==> src/rtl/dual_grant_scheduler_pkg.sv <==
// -----------------------------------------------------------------------------
// dual_grant_scheduler_pkg
// Shared constants and types for the dual-slot rotating-priority scheduler.
//   N_REQ     : default number of requesters
//   IDX_W     : default width of a requester index
//   PTR_RESET : pointer value after reset (plain MSB-first priority)
//   slot_state_e : per-slot ownership state
// -----------------------------------------------------------------------------
package dual_grant_scheduler_pkg;

    localparam int N_REQ     = 12;
    localparam int IDX_W     = 4;
    localparam int PTR_RESET = N_REQ - 1;

    typedef enum logic {
        SLOT_IDLE = 1'b0,
        SLOT_BUSY = 1'b1
    } slot_state_e;

endpackage

==> src/rtl/dual_grant_scheduler_if.sv <==
// -----------------------------------------------------------------------------
// dual_grant_scheduler_if
// Bundles the request/done inputs and the grant/ownership outputs of the
// scheduler.
//   master : requester side (drives req, done0, done1; observes the rest)
//   slave  : scheduler side (observes req/done; drives grant and status)
// -----------------------------------------------------------------------------
interface dual_grant_scheduler_if
    import dual_grant_scheduler_pkg::*;
#(
    parameter int N   = N_REQ,
    parameter int IDW = IDX_W
) ();

    logic [N-1:0]   req;
    logic           done0;
    logic           done1;
    logic [N-1:0]   gnt;
    logic [IDW-1:0] first;
    logic           first_valid;
    logic [IDW-1:0] second;
    logic           second_valid;
    logic           busy0;
    logic           busy1;
    logic [IDW-1:0] owner0;
    logic [IDW-1:0] owner1;
    logic [IDW-1:0] ptr;

    modport master (
        output req, done0, done1,
        input  gnt, first, first_valid, second, second_valid,
        input  busy0, busy1, owner0, owner1, ptr
    );

    modport slave (
        input  req, done0, done1,
        output gnt, first, first_valid, second, second_valid,
        output busy0, busy1, owner0, owner1, ptr
    );

endinterface

==> src/rtl/dual_grant_scheduler_rot_dual_prienc.sv <==
// -----------------------------------------------------------------------------
// rot_dual_prienc
// Combinational rotating dual priority encoder. Finds the first and second set
// bits of elig_i searching ptr_i, ptr_i-1, ..., 0, N-1, ..., ptr_i+1.
//   elig_i     : eligible requesters
//   ptr_i      : highest-priority index (must be < N)
//   c1_o/c1_valid_o : first eligible index in search order
//   c2_o/c2_valid_o : second eligible index in search order
// With ptr_i = N-1 it degenerates to a plain MSB-first dual priority encoder.
// -----------------------------------------------------------------------------
module rot_dual_prienc
    import dual_grant_scheduler_pkg::*;
#(
    parameter int N   = N_REQ,
    parameter int IDW = IDX_W
) (
    input  logic [N-1:0]   elig_i,
    input  logic [IDW-1:0] ptr_i,
    output logic [IDW-1:0] c1_o,
    output logic           c1_valid_o,
    output logic [IDW-1:0] c2_o,
    output logic           c2_valid_o
);

    logic [N-1:0]   rot;
    logic [IDW-1:0] pos1;
    logic [IDW-1:0] pos2;
    logic           v1;
    logic           v2;

    // Index arithmetic modulo N; inputs lie in (-N, N).
    function automatic logic [IDW-1:0] wrap_idx(input int v);
        int w;
        w = (v < 0) ? v + N : v;
        return IDW'(w);
    endfunction

    // Rotate so that ptr_i lands on the MSB; search order becomes MSB-first.
    always_comb begin
        rot = '0;
        for (int k = 0; k < N; k++) begin
            rot[N-1-k] = elig_i[wrap_idx(int'(ptr_i) - k)];
        end
    end

    // MSB-first dual priority encode on the rotated vector.
    always_comb begin
        v1   = 1'b0;
        v2   = 1'b0;
        pos1 = '0;
        pos2 = '0;
        for (int i = N - 1; i >= 0; i--) begin
            if (rot[i]) begin
                if (!v1) begin
                    v1   = 1'b1;
                    pos1 = IDW'(i);
                end else if (!v2) begin
                    v2   = 1'b1;
                    pos2 = IDW'(i);
                end
            end
        end
    end

    // Un-rotate: rotated position p sits N-1-p steps below ptr_i.
    always_comb begin
        c1_o       = wrap_idx(int'(ptr_i) - (N - 1 - int'(pos1)));
        c2_o       = wrap_idx(int'(ptr_i) - (N - 1 - int'(pos2)));
        c1_valid_o = v1;
        c2_valid_o = v2;
    end

endmodule

==> src/rtl/dual_grant_scheduler.sv <==
// -----------------------------------------------------------------------------
// dual_grant_scheduler
// Shares two identical service slots among N requesters using rotating-priority
// dual selection. Grants are registered one-cycle pulses; each slot stays owned
// until its done pulse.
//   clk    : rising-edge clock
//   rst    : asynchronous active-high reset
//   bus_if : slave side of dual_grant_scheduler_if
//            in : req, done0, done1
//            out: gnt, first/first_valid, second/second_valid,
//                 busy0, busy1, owner0, owner1, ptr
// -----------------------------------------------------------------------------
module dual_grant_scheduler
    import dual_grant_scheduler_pkg::*;
#(
    parameter int N   = N_REQ,
    parameter int IDW = IDX_W
) (
    input  logic                        clk,
    input  logic                        rst,
    dual_grant_scheduler_if.slave       bus_if
);

    localparam logic [IDW-1:0] PTR_RST = IDW'(N - 1);

    slot_state_e    slot0_q, slot0_d;
    slot_state_e    slot1_q, slot1_d;
    logic [IDW-1:0] owner0_q, owner0_d;
    logic [IDW-1:0] owner1_q, owner1_d;
    logic [IDW-1:0] ptr_q, ptr_d;
    logic [N-1:0]   gnt_q, gnt_d;
    logic [IDW-1:0] first_q, first_d;
    logic [IDW-1:0] second_q, second_d;
    logic           first_valid_q, first_valid_d;
    logic           second_valid_q, second_valid_d;

    logic           busy0, busy1;
    logic [N-1:0]   owned;
    logic [N-1:0]   elig;
    logic [IDW-1:0] c1, c2;
    logic           c1_v, c2_v;
    logic           grant0, grant1;
    logic [IDW-1:0] slot1_idx;
    logic [IDW-1:0] last_idx;

    assign busy0 = (slot0_q == SLOT_BUSY);
    assign busy1 = (slot1_q == SLOT_BUSY);

    // Current owners are masked out so nobody can hold both slots.
    always_comb begin
        owned = '0;
        if (busy0) owned[owner0_q] = 1'b1;
        if (busy1) owned[owner1_q] = 1'b1;
        elig = bus_if.req & ~owned;
    end

    rot_dual_prienc #(
        .N   (N),
        .IDW (IDW)
    ) u_prienc (
        .elig_i     (elig),
        .ptr_i      (ptr_q),
        .c1_o       (c1),
        .c1_valid_o (c1_v),
        .c2_o       (c2),
        .c2_valid_o (c2_v)
    );

    // Slot assignment: the lone idle slot always takes c1; c2 is used only
    // when both slots are idle. last_idx becomes the new lowest priority.
    always_comb begin
        grant0    = 1'b0;
        grant1    = 1'b0;
        slot1_idx = c1;
        last_idx  = c1;
        if (!busy0 && !busy1) begin
            grant0    = c1_v;
            grant1    = c2_v;
            slot1_idx = c2;
            last_idx  = c2_v ? c2 : c1;
        end else if (!busy0) begin
            grant0 = c1_v;
        end else if (!busy1) begin
            grant1 = c1_v;
        end
    end

    // Next state. A done frees the slot from the next cycle; a slot that is
    // busy this cycle is never granted, so no same-edge reuse can happen.
    always_comb begin
        slot0_d = slot0_q;
        slot1_d = slot1_q;
        if (grant0)               slot0_d = SLOT_BUSY;
        else if (busy0 && bus_if.done0) slot0_d = SLOT_IDLE;
        if (grant1)               slot1_d = SLOT_BUSY;
        else if (busy1 && bus_if.done1) slot1_d = SLOT_IDLE;

        owner0_d = grant0 ? c1 : owner0_q;
        owner1_d = grant1 ? slot1_idx : owner1_q;

        gnt_d = '0;
        if (grant0) gnt_d[c1]        = 1'b1;
        if (grant1) gnt_d[slot1_idx] = 1'b1;

        first_valid_d  = grant0;
        first_d        = grant0 ? c1 : '0;
        second_valid_d = grant1;
        second_d       = grant1 ? slot1_idx : '0;

        ptr_d = ptr_q;
        if (grant0 || grant1) begin
            ptr_d = (last_idx == '0) ? PTR_RST : last_idx - 1'b1;
        end
    end

    always_ff @(posedge clk or posedge rst) begin
        if (rst) begin
            slot0_q        <= SLOT_IDLE;
            slot1_q        <= SLOT_IDLE;
            owner0_q       <= '0;
            owner1_q       <= '0;
            ptr_q          <= PTR_RST;
            gnt_q          <= '0;
            first_q        <= '0;
            second_q       <= '0;
            first_valid_q  <= 1'b0;
            second_valid_q <= 1'b0;
        end else begin
            slot0_q        <= slot0_d;
            slot1_q        <= slot1_d;
            owner0_q       <= owner0_d;
            owner1_q       <= owner1_d;
            ptr_q          <= ptr_d;
            gnt_q          <= gnt_d;
            first_q        <= first_d;
            second_q       <= second_d;
            first_valid_q  <= first_valid_d;
            second_valid_q <= second_valid_d;
        end
    end

    assign bus_if.gnt          = gnt_q;
    assign bus_if.first        = first_q;
    assign bus_if.first_valid  = first_valid_q;
    assign bus_if.second       = second_q;
    assign bus_if.second_valid = second_valid_q;
    assign bus_if.busy0        = busy0;
    assign bus_if.busy1        = busy1;
    assign bus_if.owner0       = owner0_q;
    assign bus_if.owner1       = owner1_q;
    assign bus_if.ptr          = ptr_q;

endmodule

==> src/flat_wrapper.sv <==
// flat-port wrapper written by rule: the top's interface ports become plain ports
module dual_grant_scheduler_flat import dual_grant_scheduler_pkg::*;
#(
    parameter int N   = N_REQ,
    parameter int IDW = IDX_W
)
  (clk, rst, bus_if_req, bus_if_done0, bus_if_done1, bus_if_gnt, bus_if_first, bus_if_first_valid, bus_if_second, bus_if_second_valid, bus_if_busy0, bus_if_busy1, bus_if_owner0, bus_if_owner1, bus_if_ptr);
  dual_grant_scheduler_if #(.N(N), .IDW(IDW)) bus_if_i ();
  input  logic clk;
  input  logic rst;
  input wire logic [$bits(bus_if_i.req)-1:0] bus_if_req;
  input wire logic [$bits(bus_if_i.done0)-1:0] bus_if_done0;
  input wire logic [$bits(bus_if_i.done1)-1:0] bus_if_done1;
  output wire logic [$bits(bus_if_i.gnt)-1:0] bus_if_gnt;
  output wire logic [$bits(bus_if_i.first)-1:0] bus_if_first;
  output wire logic [$bits(bus_if_i.first_valid)-1:0] bus_if_first_valid;
  output wire logic [$bits(bus_if_i.second)-1:0] bus_if_second;
  output wire logic [$bits(bus_if_i.second_valid)-1:0] bus_if_second_valid;
  output wire logic [$bits(bus_if_i.busy0)-1:0] bus_if_busy0;
  output wire logic [$bits(bus_if_i.busy1)-1:0] bus_if_busy1;
  output wire logic [$bits(bus_if_i.owner0)-1:0] bus_if_owner0;
  output wire logic [$bits(bus_if_i.owner1)-1:0] bus_if_owner1;
  output wire logic [$bits(bus_if_i.ptr)-1:0] bus_if_ptr;
  assign bus_if_i.req = bus_if_req;
  assign bus_if_i.done0 = bus_if_done0;
  assign bus_if_i.done1 = bus_if_done1;
  assign bus_if_gnt = bus_if_i.gnt;
  assign bus_if_first = bus_if_i.first;
  assign bus_if_first_valid = bus_if_i.first_valid;
  assign bus_if_second = bus_if_i.second;
  assign bus_if_second_valid = bus_if_i.second_valid;
  assign bus_if_busy0 = bus_if_i.busy0;
  assign bus_if_busy1 = bus_if_i.busy1;
  assign bus_if_owner0 = bus_if_i.owner0;
  assign bus_if_owner1 = bus_if_i.owner1;
  assign bus_if_ptr = bus_if_i.ptr;
  dual_grant_scheduler #(.N(N), .IDW(IDW)) u_core (.clk(clk), .rst(rst), .bus_if(bus_if_i));
endmodule
==> config.mk <==
export PLATFORM = sky130hd
export DESIGN_NAME = dual_grant_scheduler_flat
export DESIGN_NICKNAME = d
export VERILOG_FILES = /design/src/rtl/dual_grant_scheduler_pkg.sv /design/src/rtl/dual_grant_scheduler_if.sv /design/src/rtl/dual_grant_scheduler_rot_dual_prienc.sv /design/src/rtl/dual_grant_scheduler.sv /design/src/flat_wrapper.sv
export SDC_FILE = /design/constraint.sdc
export NUM_CORES = 1
export LEC_CHECK = 0
export CAP_MARGIN = 5
export CORE_MARGIN = 1
export CORE_UTILIZATION = 43
export CTS_CLUSTER_SIZE = 12
export DETAILED_ROUTE_END_ITERATION = 10
export PLACE_DENSITY = 0.66
export SYNTH_ARGS = -nofsm -noshare
export SYNTH_HDL_FRONTEND = slang
export SYNTH_SLANG_ARGS = --single-unit
==> constraint.sdc <==
create_clock -name clk -period 6.9 [get_ports clk]
set_input_delay 1.38 -clock clk [delete_from_list [all_inputs] [get_ports clk]]
set_output_delay 1.38 -clock clk [all_outputs]
set_load 0.05 [all_outputs]
==> impl_results.md, run 1 <==
* Status: completed
* CP required at 7.09 ns
* Antenna violations before repair at 0
* Drt total wl at 14710 um
* Worst clock skew at 0.01268 ns
* Syn_nets at 645
* Initial Utilization at 44.60%
* H-tree level count at 2
* Gate Count Post-Synth at 601
* Yosys Warn Count at 0
* Reg2reg start: u_core.bus_if.ptr[1]$_DFFE_PP1P_
* GRT Overall Usage at 26.32%
* Pre-CTS setup slack at -0.09884 ns
* DR vias/cell at 6.380
* #FFs+latches synth at 36
* 1st-iter DRT viols at 283
* Final worst setup slack at 0.2381 ns
* Top cell type's share of synthesized area at 17.78%
* Critical Path Source: bus_if_req[4]
* Root buf cell: clkbuf_8
* Fillcell total at 1006
* Register area at 904.6 um^2
* Final nets at 696
* First-pass GRT wire length at 23580 um
* Cell taking the most area after synthesis: dfrtp_1
* Core Area at 0.01042 mm^2
* Distinct cells, synth at 86
* Top post-synthesis cells by count: nand2_1 (66), nor2_1 (45), dfrtp_1 (33)
* Asr flop ratio synth at 100.0%
* Final Cycle Share at 96.55%
* Post-Synth XOR/XNOR Area at 4.148%
* Most frequent cell after synthesis: nand2_1
* Hold buffers post-CTS at 0
* Clock buffer count from CTS at 5
* Vias in the first global route at 4773
* EDFF count, synth at 0
* Clock Latency Late Sink at 0.29 ns
* Congestion Overflow GR at 0
* Crit. End Element: register
* Register area share after synthesis at 19.47%
* Area occupied by multi-input gates at 0.003510 mm^2
* Die H at 105.9 um
* Largest net degree at the start of global routing at 37
* Antenna Cells at 0
* Worst-path fanout max at 6
* Ys flop type: dfrtp_1
* Clock slew at reported path FFs at 0.08 ns
* Max-slew violations at 0
* Post-Synth Simple-Gate Area at 26.42%
* Port buffer count at 51
* Synthesized-area fraction occupied by adder cells at 8.511%
* Fin. Hold Viols at 0
* WS Path Type: in2reg
* Multiplexer share of the synthesized area at 2.478%
* # rows at 37
* Share of cells above drive strength 1 at 11.79%
* I/O pin cnt at 52
* Reg2Reg Depth at 28
* Crit start category: input port
* Max Freq at 150.1 MHz
* Leading post-synthesis cells by cell area: dfrtp_1 (18%), ha_1 (7.0%), nand2_1 (5.3%), nor2_1 (3.6%), o22ai_1 (3.4%)
* Max Cap Violations at 0
* Hold worst-path end: u_core.bus_if.owner1[2]$_DFFE_PP0N_
* Worst-margin pin slew at 1.060 ns
* HP Start: u_core.bus_if.owner1[2]$_DFFE_PP0N_
* Clock Sink Count at 36
* Final Setup Violations at 0
* Final antenna-violating net count at 0
* Reg-to-Reg End: u_core.bus_if.gnt[3]$_DFF_PP0_
* Iteration count of the initial detailed-routing pass at 5
* Unrepaired setup endpoints after global routing: yes
* CTS tree: yes
* Critical Path AT at 6.86 ns
* Flop2flop setup slack at 0.38 ns
* Slew headroom at 29.35%
* Area grow syn2layout at 17.94%
* Largest family of logic cells by synthesized area: compound AO/OA/AOI/OAI gates
* Syn avg cell area at 7.730 um^2
* GPL Wtd Cong at 0.9802
* Die ar. at 0.01122 mm^2
* Routed vias at 5034
* Die width at 105.9 um
* Tightest Hold Check Type: reg2reg
* WHS at 0.6030 ns
* Wirelength per Cell at 18.64 um
* Post-layout min period at 6.662 ns
* Remaining DRCs at 0
* Synth Area in Compound Gates at 33.37%
* WHS Path Cells at 2
* HPWL Detailed at 11440 um
* Clk buf depth at 2
* Mapped Area at 0.004646 mm^2
==> metal layers <==
layer  GRT usage, %  vias to the layer above  part of all wire, %
met5              0                        -                    0
met4          8.135                        0                  2.3
met3          3.679                       28                  5.2
met2          43.14                      180                   46
met1          35.75                     2432                   46
li1               -                     2394                    -
==> worst max-delay path, stage by stage <==
cell and delay [ns]:
clkdlybuf4s50_1 0.50, inv_1 0.06, or3_1 0.42, a31oi_1 0.29, o21ai_0 0.19, nand2_1 0.14, inv_1 0.07, ha_2 0.21
inv_1 0.13, or3_1 0.15, nor2_1 0.05, a2111o_1 0.41, or2_2 0.34, a32o_1 0.26, a21oi_1 0.20, o22ai_1 0.12
ha_1 0.22, inv_1 0.07, fa_1 0.17, xor2_1 0.22, xor2_1 0.20, or2_2 0.14, o21ai_0 0.18, nand2b_1 0.26
or2_1 0.24, o22ai_1 0.21
==> how the worst max path moves through the flow <==
stage / to / cells after the start / slack (ns)
5_1_grt: u_core.bus_if.gnt[3]$_DFF_PP0_ / 25 / -0.08
3_5_place_dp: u_core.bus_if.gnt[3]$_DFF_PP0_ / 25 / -0.1
6_report: u_core.bus_if.gnt[3]$_DFF_PP0_ / 26 / 0.24
3_3_place_gp: u_core.bus_if.gnt[6]$_DFF_PP0_ / 24 / -0.04
4_1_cts: u_core.bus_if.gnt[3]$_DFF_PP0_ / 25 / 0.17
2_1_floorplan: u_core.bus_if.gnt[2]$_DFF_PP0_ / 32 / 0.25
==> through the flow <==
| step | std cells | setup TNS [ns] | util (%) | cell area, um^2 |
|---|---|---|---|---|
| 3_3_place_gp | 781 | -0.07937 | 51.42 | 5356 |
| 5_1_grt | 789 | -0.1629 | 52.60 | 5479 |
| 2_1_floorplan | 601 | 0 | - | 4646 |
| 4_1_cts | 789 | 0 | 52.29 | 5446 |
| 6_report | 789 | 0 | 52.60 | 5479 |
| 3_5_place_dp | 781 | -0.2588 | 51.42 | 5356 |
==> cell type report <==
class,instances,area share [%]
Clock buffer,5,1.256
Tap cell,136,3.106
Multi-Input combinational cell,503,64.06
Sequential cell,36,16.51
Inverter,34,2.489
Clock inverter,3,0.3882
Timing Repair Buffer,72,12.19
==> sequential cells by signal, indices dropped and copies added, names as in the netlist <==
| signal | flops |
|---|---|
| u_core.bus_if.busy0 | 1 |
| u_core.bus_if.ptr | 4 |
| u_core.bus_if.first | 4 |
| u_core.bus_if.owner0 | 4 |
| u_core.bus_if.busy1 | 1 |
| u_core.bus_if.owner1 | 4 |
| u_core.bus_if.second_valid | 1 |
| u_core.bus_if.first_valid | 1 |
| u_core.bus_if.gnt | 12 |
| u_core.bus_if.second | 4 |
==> logic make-up after synthesis <==
kind of cell / Yosys count
xor gates and xnor gates: 22
DFF: 36
buffers and inverters: 62
and+or+nand+nor: 238
AOI/OAI and AO/OA: 202
adders and majority gates: 31
muxes: 10
==> layout by cell type (no fill, tap or decap), types with 23 or more instances in the layout <==
cell type	n
a21oi_1	24
clkdlybuf4s50_1	51
dfrtp_1	33
ha_1	25
inv_1	28
nand2_1	66
nor2_1	45
nor3_1	23
o21ai_0	23
o22ai_1	24
==> timing repair <==
action	4_1_cts	5_1_grt
buffers inserted	0	0
endpoints found under the setup margin	0	19
resized for setup	0	8
Power of run 1 is not shown: default switching activity piles up to over one toggle a cycle in this logic, so the estimate is an artifact.
==> run 2, diff against run 1 <==
CTS_CLUSTER_DIAMETER = 100   (was not set)
==> results of run 2 <==
No change in the layout: final DEF, timing and power equal those of run 1.
Power of run 2 is left out for the same reason.
